==> config.mk <==
export PLATFORM = sky130hd
export DESIGN_NAME = dmem_arbiter
export DESIGN_NICKNAME = d
export VERILOG_FILES = /design/src/rtl/dmem_pkg.sv /design/src/rtl/rr_pick2.sv /design/src/rtl/dmem_arbiter.sv
export SDC_FILE = /design/constraint.sdc
export NUM_CORES = 1
export LEC_CHECK = 0
export CORE_UTILIZATION = 40
export DETAILED_ROUTE_END_ITERATION = 6
export PLACE_DENSITY = 0.92
export RECOVER_POWER = 100
export SETUP_SLACK_MARGIN = 0.1
export SYNTH_ARGS = -nofsm -noshare
export SYNTH_HDL_FRONTEND = slang
export SYNTH_HIERARCHICAL = 1
export SYNTH_SLANG_ARGS = --single-unit
==> constraint.sdc <==
create_clock -name clk -period 4.56 [get_ports clk]
set_input_delay 0.912 -clock clk [delete_from_list [all_inputs] [get_ports clk]]
set_output_delay 0.912 -clock clk [all_outputs]
set_load 0.05 [all_outputs]
==> src/rtl/dmem_pkg.sv <==
// Shared types and constants for the data-memory arbiter.
package dmem_pkg;

  typedef enum logic [1:0] {
    IDLE  = 2'd0,
    ISSUE = 2'd1,
    WAIT  = 2'd2,
    RESP  = 2'd3
  } state_e;

  localparam logic PORT_M0 = 1'b0;
  localparam logic PORT_M1 = 1'b1;

  localparam int CNT_W = 4;

endpackage

==> src/rtl/rr_pick2.sv <==
// Two-way round-robin pick: on a tie the port not granted last wins.
module rr_pick2 (
  input  logic [1:0] req_i,
  input  logic       last_i,
  output logic       winner_o,
  output logic       any_o
);

  assign any_o    = |req_i;
  assign winner_o = (&req_i) ? ~last_i : req_i[1];

endmodule

==> src/rtl/dmem_arbiter.sv <==
// Serialises the CPU (m0) and loader/debug (m1) ports onto a single-port
// data memory with fixed read latency; misaligned accesses never reach memory.
module dmem_arbiter
  import dmem_pkg::*;
#(
  parameter int ADDR_W  = 32,
  parameter int DATA_W  = 32,
  parameter int LATENCY = 2
) (
  input  logic              clk,
  input  logic              reset,
  input  logic              m0_req,
  input  logic              m0_we,
  input  logic [ADDR_W-1:0] m0_addr,
  input  logic [DATA_W-1:0] m0_wdata,
  input  logic              m1_req,
  input  logic              m1_we,
  input  logic [ADDR_W-1:0] m1_addr,
  input  logic [DATA_W-1:0] m1_wdata,
  output logic              m0_gnt,
  output logic              m0_rvalid,
  output logic [DATA_W-1:0] m0_rdata,
  output logic              m0_err,
  output logic              m1_gnt,
  output logic              m1_rvalid,
  output logic [DATA_W-1:0] m1_rdata,
  output logic              m1_err,
  output logic              mem_en,
  output logic              mem_we,
  output logic [ADDR_W-3:0] mem_addr,
  output logic [DATA_W-1:0] mem_wdata,
  input  logic [DATA_W-1:0] mem_rdata,
  output logic              busy
);

  state_e            state_q, state_d;
  logic              owner_q, we_q, mis_q, last_q, err_q;
  logic [ADDR_W-3:0] addr_q;
  logic [DATA_W-1:0] wdata_q, rdata_q;
  logic [CNT_W-1:0]  cnt_q;

  logic              winner, any, arb_ok, take;
  logic              sel_we;
  logic [ADDR_W-1:0] sel_addr;
  logic [DATA_W-1:0] sel_wdata;

  rr_pick2 u_pick (
    .req_i    ({m1_req, m0_req}),
    .last_i   (last_q),
    .winner_o (winner),
    .any_o    (any)
  );

  assign arb_ok    = (state_q == IDLE) || (state_q == RESP);
  assign take      = arb_ok && any;
  assign sel_we    = winner ? m1_we    : m0_we;
  assign sel_addr  = winner ? m1_addr  : m0_addr;
  assign sel_wdata = winner ? m1_wdata : m0_wdata;

  always_comb begin
    state_d = state_q;
    case (state_q)
      IDLE:    if (any) state_d = ISSUE;
      ISSUE:   state_d = WAIT;
      WAIT:    if (cnt_q == '0) state_d = RESP;
      RESP:    state_d = any ? ISSUE : IDLE;
      default: state_d = IDLE;
    endcase
  end

  always_ff @(posedge clk or negedge reset) begin
    if (!reset) begin
      state_q <= IDLE;
      owner_q <= PORT_M0;
      last_q  <= PORT_M1;
      we_q    <= 1'b0;
      mis_q   <= 1'b0;
      addr_q  <= '0;
      wdata_q <= '0;
      cnt_q   <= '0;
      rdata_q <= '0;
      err_q   <= 1'b0;
    end else begin
      state_q <= state_d;
      if (take) begin
        owner_q <= winner;
        last_q  <= winner;
        we_q    <= sel_we;
        mis_q   <= (sel_addr[1:0] != 2'b00);
        addr_q  <= sel_addr[ADDR_W-1:2];
        wdata_q <= sel_wdata;
      end
      if (state_q == ISSUE) cnt_q <= CNT_W'(LATENCY - 1);
      if (state_q == WAIT) begin
        cnt_q <= cnt_q - 1'b1;
        // Writes and rejected accesses return zero data.
        if (cnt_q == '0) begin
          rdata_q <= (we_q || mis_q) ? '0 : mem_rdata;
          err_q   <= mis_q;
        end
      end
    end
  end

  logic is_iss, is_resp;
  assign is_iss  = (state_q == ISSUE);
  assign is_resp = (state_q == RESP);

  assign m0_gnt    = is_iss  && (owner_q == PORT_M0);
  assign m1_gnt    = is_iss  && (owner_q == PORT_M1);
  assign m0_rvalid = is_resp && (owner_q == PORT_M0);
  assign m1_rvalid = is_resp && (owner_q == PORT_M1);
  assign m0_rdata  = m0_rvalid ? rdata_q : '0;
  assign m1_rdata  = m1_rvalid ? rdata_q : '0;
  assign m0_err    = m0_rvalid && err_q;
  assign m1_err    = m1_rvalid && err_q;

  assign mem_en    = is_iss && !mis_q;
  assign mem_we    = mem_en && we_q;
  assign mem_addr  = mem_en ? addr_q  : '0;
  assign mem_wdata = mem_we ? wdata_q : '0;

  assign busy = (state_q != IDLE);

endmodule

# After elaboration in Yosys (flattened, before gate mapping)
# Index checks and enable logic that the tools add are counted.
[totals]
register_bits = 105
out_inout_bits = 135
[op_classes]
add_sub_neg = 1
eq_ne = 5
mux = 15
bitwise_logic = 2
n_reduce_logical = 21
[ops]
columns = ["operator", "count"]
rows = [
  ["32-bit 2-to-1 mux", 6],
  ["30-bit 2-to-1 mux", 1],
  ["1-bit logical AND", 9],
  ["4-bit 2-to-1 mux", 2],
  ["2-bit case mux with 4 select lines", 1],
  ["2-bit AND reduction", 3],
  ["2-bit nonzero test", 3],
  ["2-bit == test (second input constant)", 2],
  ["4-bit zero test", 1],
  ["2-bit 2-to-1 mux", 2],
  ["4-bit by 1-bit subtractor with 4-bit output (second input constant)", 1],
  ["1-bit 2-to-1 mux", 3],
  ["2-bit by 1-bit == test with 1-bit output (second input constant)", 1],
  ["2-bit zero test", 1],
  ["1-bit logical OR", 2],
  ["2-bit by 1-bit != test with 1-bit output (second input constant)", 1],
  ["2-bit != test (second input constant)", 1],
  ["1-bit inverter", 2],
  ["2-bit OR reduction", 1],
  ["1-bit zero test", 1],
]

# Logic depth before layout (Yosys ltp)
[depth]
word_depth = 4
depth_mapped = 7
depth_no_buf = 5

# Hierarchy
# The synthesis kept the hierarchy.
[modules_own_cells]
columns = ["mod", "n_inst", "cells_each", "area_each_um2", "seq_area_each_um2"]
rows = [
  ["dmem_arbiter", 1, 623, 5615.4, 2628.8],
  ["rr_pick2", 1, 2, 13.8, 0.0],
]

# Worst setup path after synthesis
# Ideal clock, no wire load.
[synth_path]
kind = "register to output"
from = "reg state_q[1]"
to = "out mem_addr[21]"
arrival_time_ns = 2.032
t_required_ns = 3.648
slack_ns = 1.616
stages_incl_launch_ff = 7
path_buffers = 2
path_cell_list = "dfrtp_1 -> inv_1 -> ha_1 -> nor2b_1 -> buf_2 -> clkbuf_1 -> and2_1"
[synth_via]
elab_chain_len = 3
[synth_rtl]
columns = ["item", "line", "source"]
rows = [
  ["start, declared", "dmem_arbiter.sv:36", "state_e state_q, state_d;"],
  ["start signal, assigned", "dmem_arbiter.sv:84", "state_q <= state_d;"],
  ["2-bit by 1-bit == test with 1-bit output", "dmem_arbiter.sv:106", "assign is_iss = (state_q == ISSUE);"],
  ["1-bit logical AND", "dmem_arbiter.sv:118", "assign mem_en = is_iss && !mis_q;"],
  ["net mem_en", "dmem_arbiter.sv:28", "output logic mem_en,"],
  ["30-bit 2-to-1 mux", "dmem_arbiter.sv:120", "assign mem_addr = mem_en ? addr_q : '0;"],
  ["end, declared", "dmem_arbiter.sv:30", "output logic [ADDR_W-3:0] mem_addr,"],
]
# The timed path passes the listed nets, and every way through them passes these cells.

# Worst setup path in the final report
[layout_path]
from = "reg state_q[1]"
to = "out mem_wdata[16]"
[layout_via]
elab_chain_len = 4
[layout_rtl]
columns = ["item", "line", "source"]
rows = [
  ["2-bit by 1-bit == test with 1-bit output", "dmem_arbiter.sv:106", ""],
  ["1-bit logical AND", "dmem_arbiter.sv:118", ""],
  ["1-bit logical AND", "dmem_arbiter.sv:119", "assign mem_we = mem_en && we_q;"],
  ["32-bit 2-to-1 mux", "dmem_arbiter.sv:121", "assign mem_wdata = mem_we ? wdata_q : '0;"],
  ["end, declared", "dmem_arbiter.sv:31", "output logic [DATA_W-1:0] mem_wdata,"],
]
# No other way between the ends.

==> flow_summary.ini <==
[yosys]
syn_inst = 625
synth_cell_type_count = 32
synth_area_leaders = dfrtp_1 46%, mux2i_1 11%, nand2_1 8.9%
avgSynthCellArea_sq_um = 9.01
yosysSeqAreaShare_pct = 46.7
syn-num-nets = 798
ys_seq_elements = 105
synth_area_sq_um = 5630
synth-edff-count = 0
synth-main-ff-cell = dfrtp_1
yosys.area.top_type = dfrtp_1
synth-async-reset-ratio_pct = 100
synth_top_area_share_pct = 46.2
yosys_warnings = 6

[clocking]
cts.clk_slew.worst_paths_ns = 0.07
cts.sink_count = 105
cts_made_buffers = 9
htree_levels = 3
cts_tree = yes
post_cts_buffers = 0
cts_root_buf = clkbuf_16
cts_resized = 0
cts_buffer_depth = 2
worstSkewPairLatency_ns = 0.34
cts_hold_buffers = 0

[die]
die-area_sq_um = 14600
coreArea_sq_um = 13500
die_w_um = 121
ios = 301
die_y_um = 121
std_cell_rows = 42
initial_core_util_pct = 41.7

[timing]
rsz0062_at_grt = no
relSlewSlack_pct = -51.5
clock-skew-final_ns = 0.00720
max_clock_freq_mhz = 269
hold_viol_final = 0
setup_viol = 0
final_period_minus_worst_setup_slack_ns = 3.72
finalCritPeriodShare_pct = 81.5
tightest_slew_ns = 2.27
report.final.slew_viol_count = 161
setup_tns_ns = 0
holdWs_ns = 0.471

[detailed_routing]
drt_iter0_drc = 244
post_drt_wl_per_cell_um = 14.9
drc = 0
routed_wl_mm = 16.0
firstDrtPassIters = 4
vias = 5325
routed_via_density = 4.95
drtAntennaViolNets = 0

[place]
place_congestion = 0.790
hpwl_mm = 12.2
port_buffers = 300

[global_routing]
grt_pass1_vias = 5208
gr-total-overflow = 0
grt_usage_pct = 22.2
grt_pass1_wl_mm = 25.5
grt_antenna_before_repair = 0
grt_max_degree = 66

[setup_path]
arrival_ns = 2.81
criticalPathCategory = reg -> out
critPathRequiredTime_ns = 3.65
ff2ff_setup_slack_ns = 1.37
critPathMaxFanout = 64
endpoint_kind = primary output
r2r_cells = 5
r2r-start = state_q[0]
critPathLaunchType = flip-flop
rr_endpoint = rdata_q[29]

[status]
status = complete, but fails checks
violations = max-capacitance violations, max-slew violations

[layout]
final_nets = 1068
drive_above_1_share_pct = 3.44
nFillCells = 1087
syn2layout_area_growth_pct = 60.3
diodes = 0

[power]
p_total_mw = 4.97
power_leakage_nw = 4.52
peakVddDrop_mv = 0.339
power.density_nw_per_um2 = 551

[min_path]
hold_class = reg -> reg
holdCritStartpoint = addr_q[22]
min_to = addr_q[22]
hold_path_depth = 2

[flow_run]
maxCapViolations = 3
## state kept, by name, summed over array words and instances, names as in the netlist, 2 cells and up
register and flops:
rdata_q 32, state_q 2, addr_q 30, wdata_q 32
cnt_q 4
## worst max path at each step
stage	start	endpoint	slack (ns)	cells past startpoint
2_1_floorplan	state_q[1]	mem_addr[21]	1.62	6
3_3_place_gp	state_q[1]	mem_wdata[14]	1.27	6
3_5_place_dp	state_q[1]	mem_wdata[2]	1.25	6
4_1_cts	state_q[1]	mem_wdata[2]	0.89	6
5_1_grt	reset	wdata_q[9]	0.49	2
6_report	state_q[1]	mem_wdata[16]	0.84	6
## metrics by stage
stage	cell area (sq um)	utilization (%)	worst slack (ns)	cells
finish	9030	66.8	0.842	1076
global route	9030	66.8	0.489	1076
CTS	9040	67.0	0.887	1076
detailed placement	8720	64.6	1.25	1060
global placement	8720	64.6	1.27	1060
floorplan	5630	-	1.62	625
## critical path: stages (launching register included)
cell           delay (ns)
dfrtp_1              0.41
inv_1                0.14
ha_1                 0.19
nor2b_4              0.13
buf_4                0.44
and3_1               0.22
dlygate4sd3_1        0.91
## cells in the mapped netlist, drive strengths merged (2+ instances only)
library cell and count:
a211oi 2, and2 66, and3 65, buf 23, clkbuf 29, dfrtp 104, ha 7, inv 6
mux2i 64, nand2 134, nand3 3, nor2 3, nor2b 4, o21ai 99
## final cells by class
class | count | area, sq um | share of cell area, %
timing repair buffer | 311 | 3070 | 34.0
multi-input combinational | 462 | 2760 | 30.6
sequential | 105 | 2630 | 29.1
clock buffer | 12 | 246 | 2.73
tap | 176 | 220 | 2.44
clock inverter | 4 | 76.3 | 0.846
inverter | 6 | 22.5 | 0.250
## power breakdown
group / switching [mW] / internal [mW]
Clock: 0.335 / 0.498
Sequential: 0.268 / 1.36
Combinational: 1.65 / 0.857
Total: 2.26 / 2.71
## cell usage in the layout, fill, tap and decap left out, types with 2 or more instances in the layout
cell               n
o21ai_0           99
clkdlybuf4s50_1  164
bufinv_16          2
mux2i_1           64
nand3_1            3
nor2b_1            3
inv_1              6
dfrtp_1          104
and2_1            66
ha_1               7
a211oi_1           2
clkbuf_16          9
nor2_1             2
clkbuf_1           5
and3_1            65
nand2_1          134
buf_4              9
dlygate4sd3_1    135
## metal layers
metal	vias up	track usage (%)	part of all wire, %
met5	-	0	0
met4	0	5.94	1.7
met3	23	5.47	7.0
met2	214	40.9	51
met1	2455	25.4	40
li1	2633	-	-
## logic make-up after synthesis
family	Yosys count	synth area share, %
AND/OR/NAND/NOR	283	25.6
multiplexers	65	11.6
buffers and inverters	58	4.65
AO/OA/AOI/OAI	107	9.96
adder cells (fa/ha/maj)	7	1.56
flip-flops	105	46.7
Note: power is estimated with default switching activity, not from simulation.
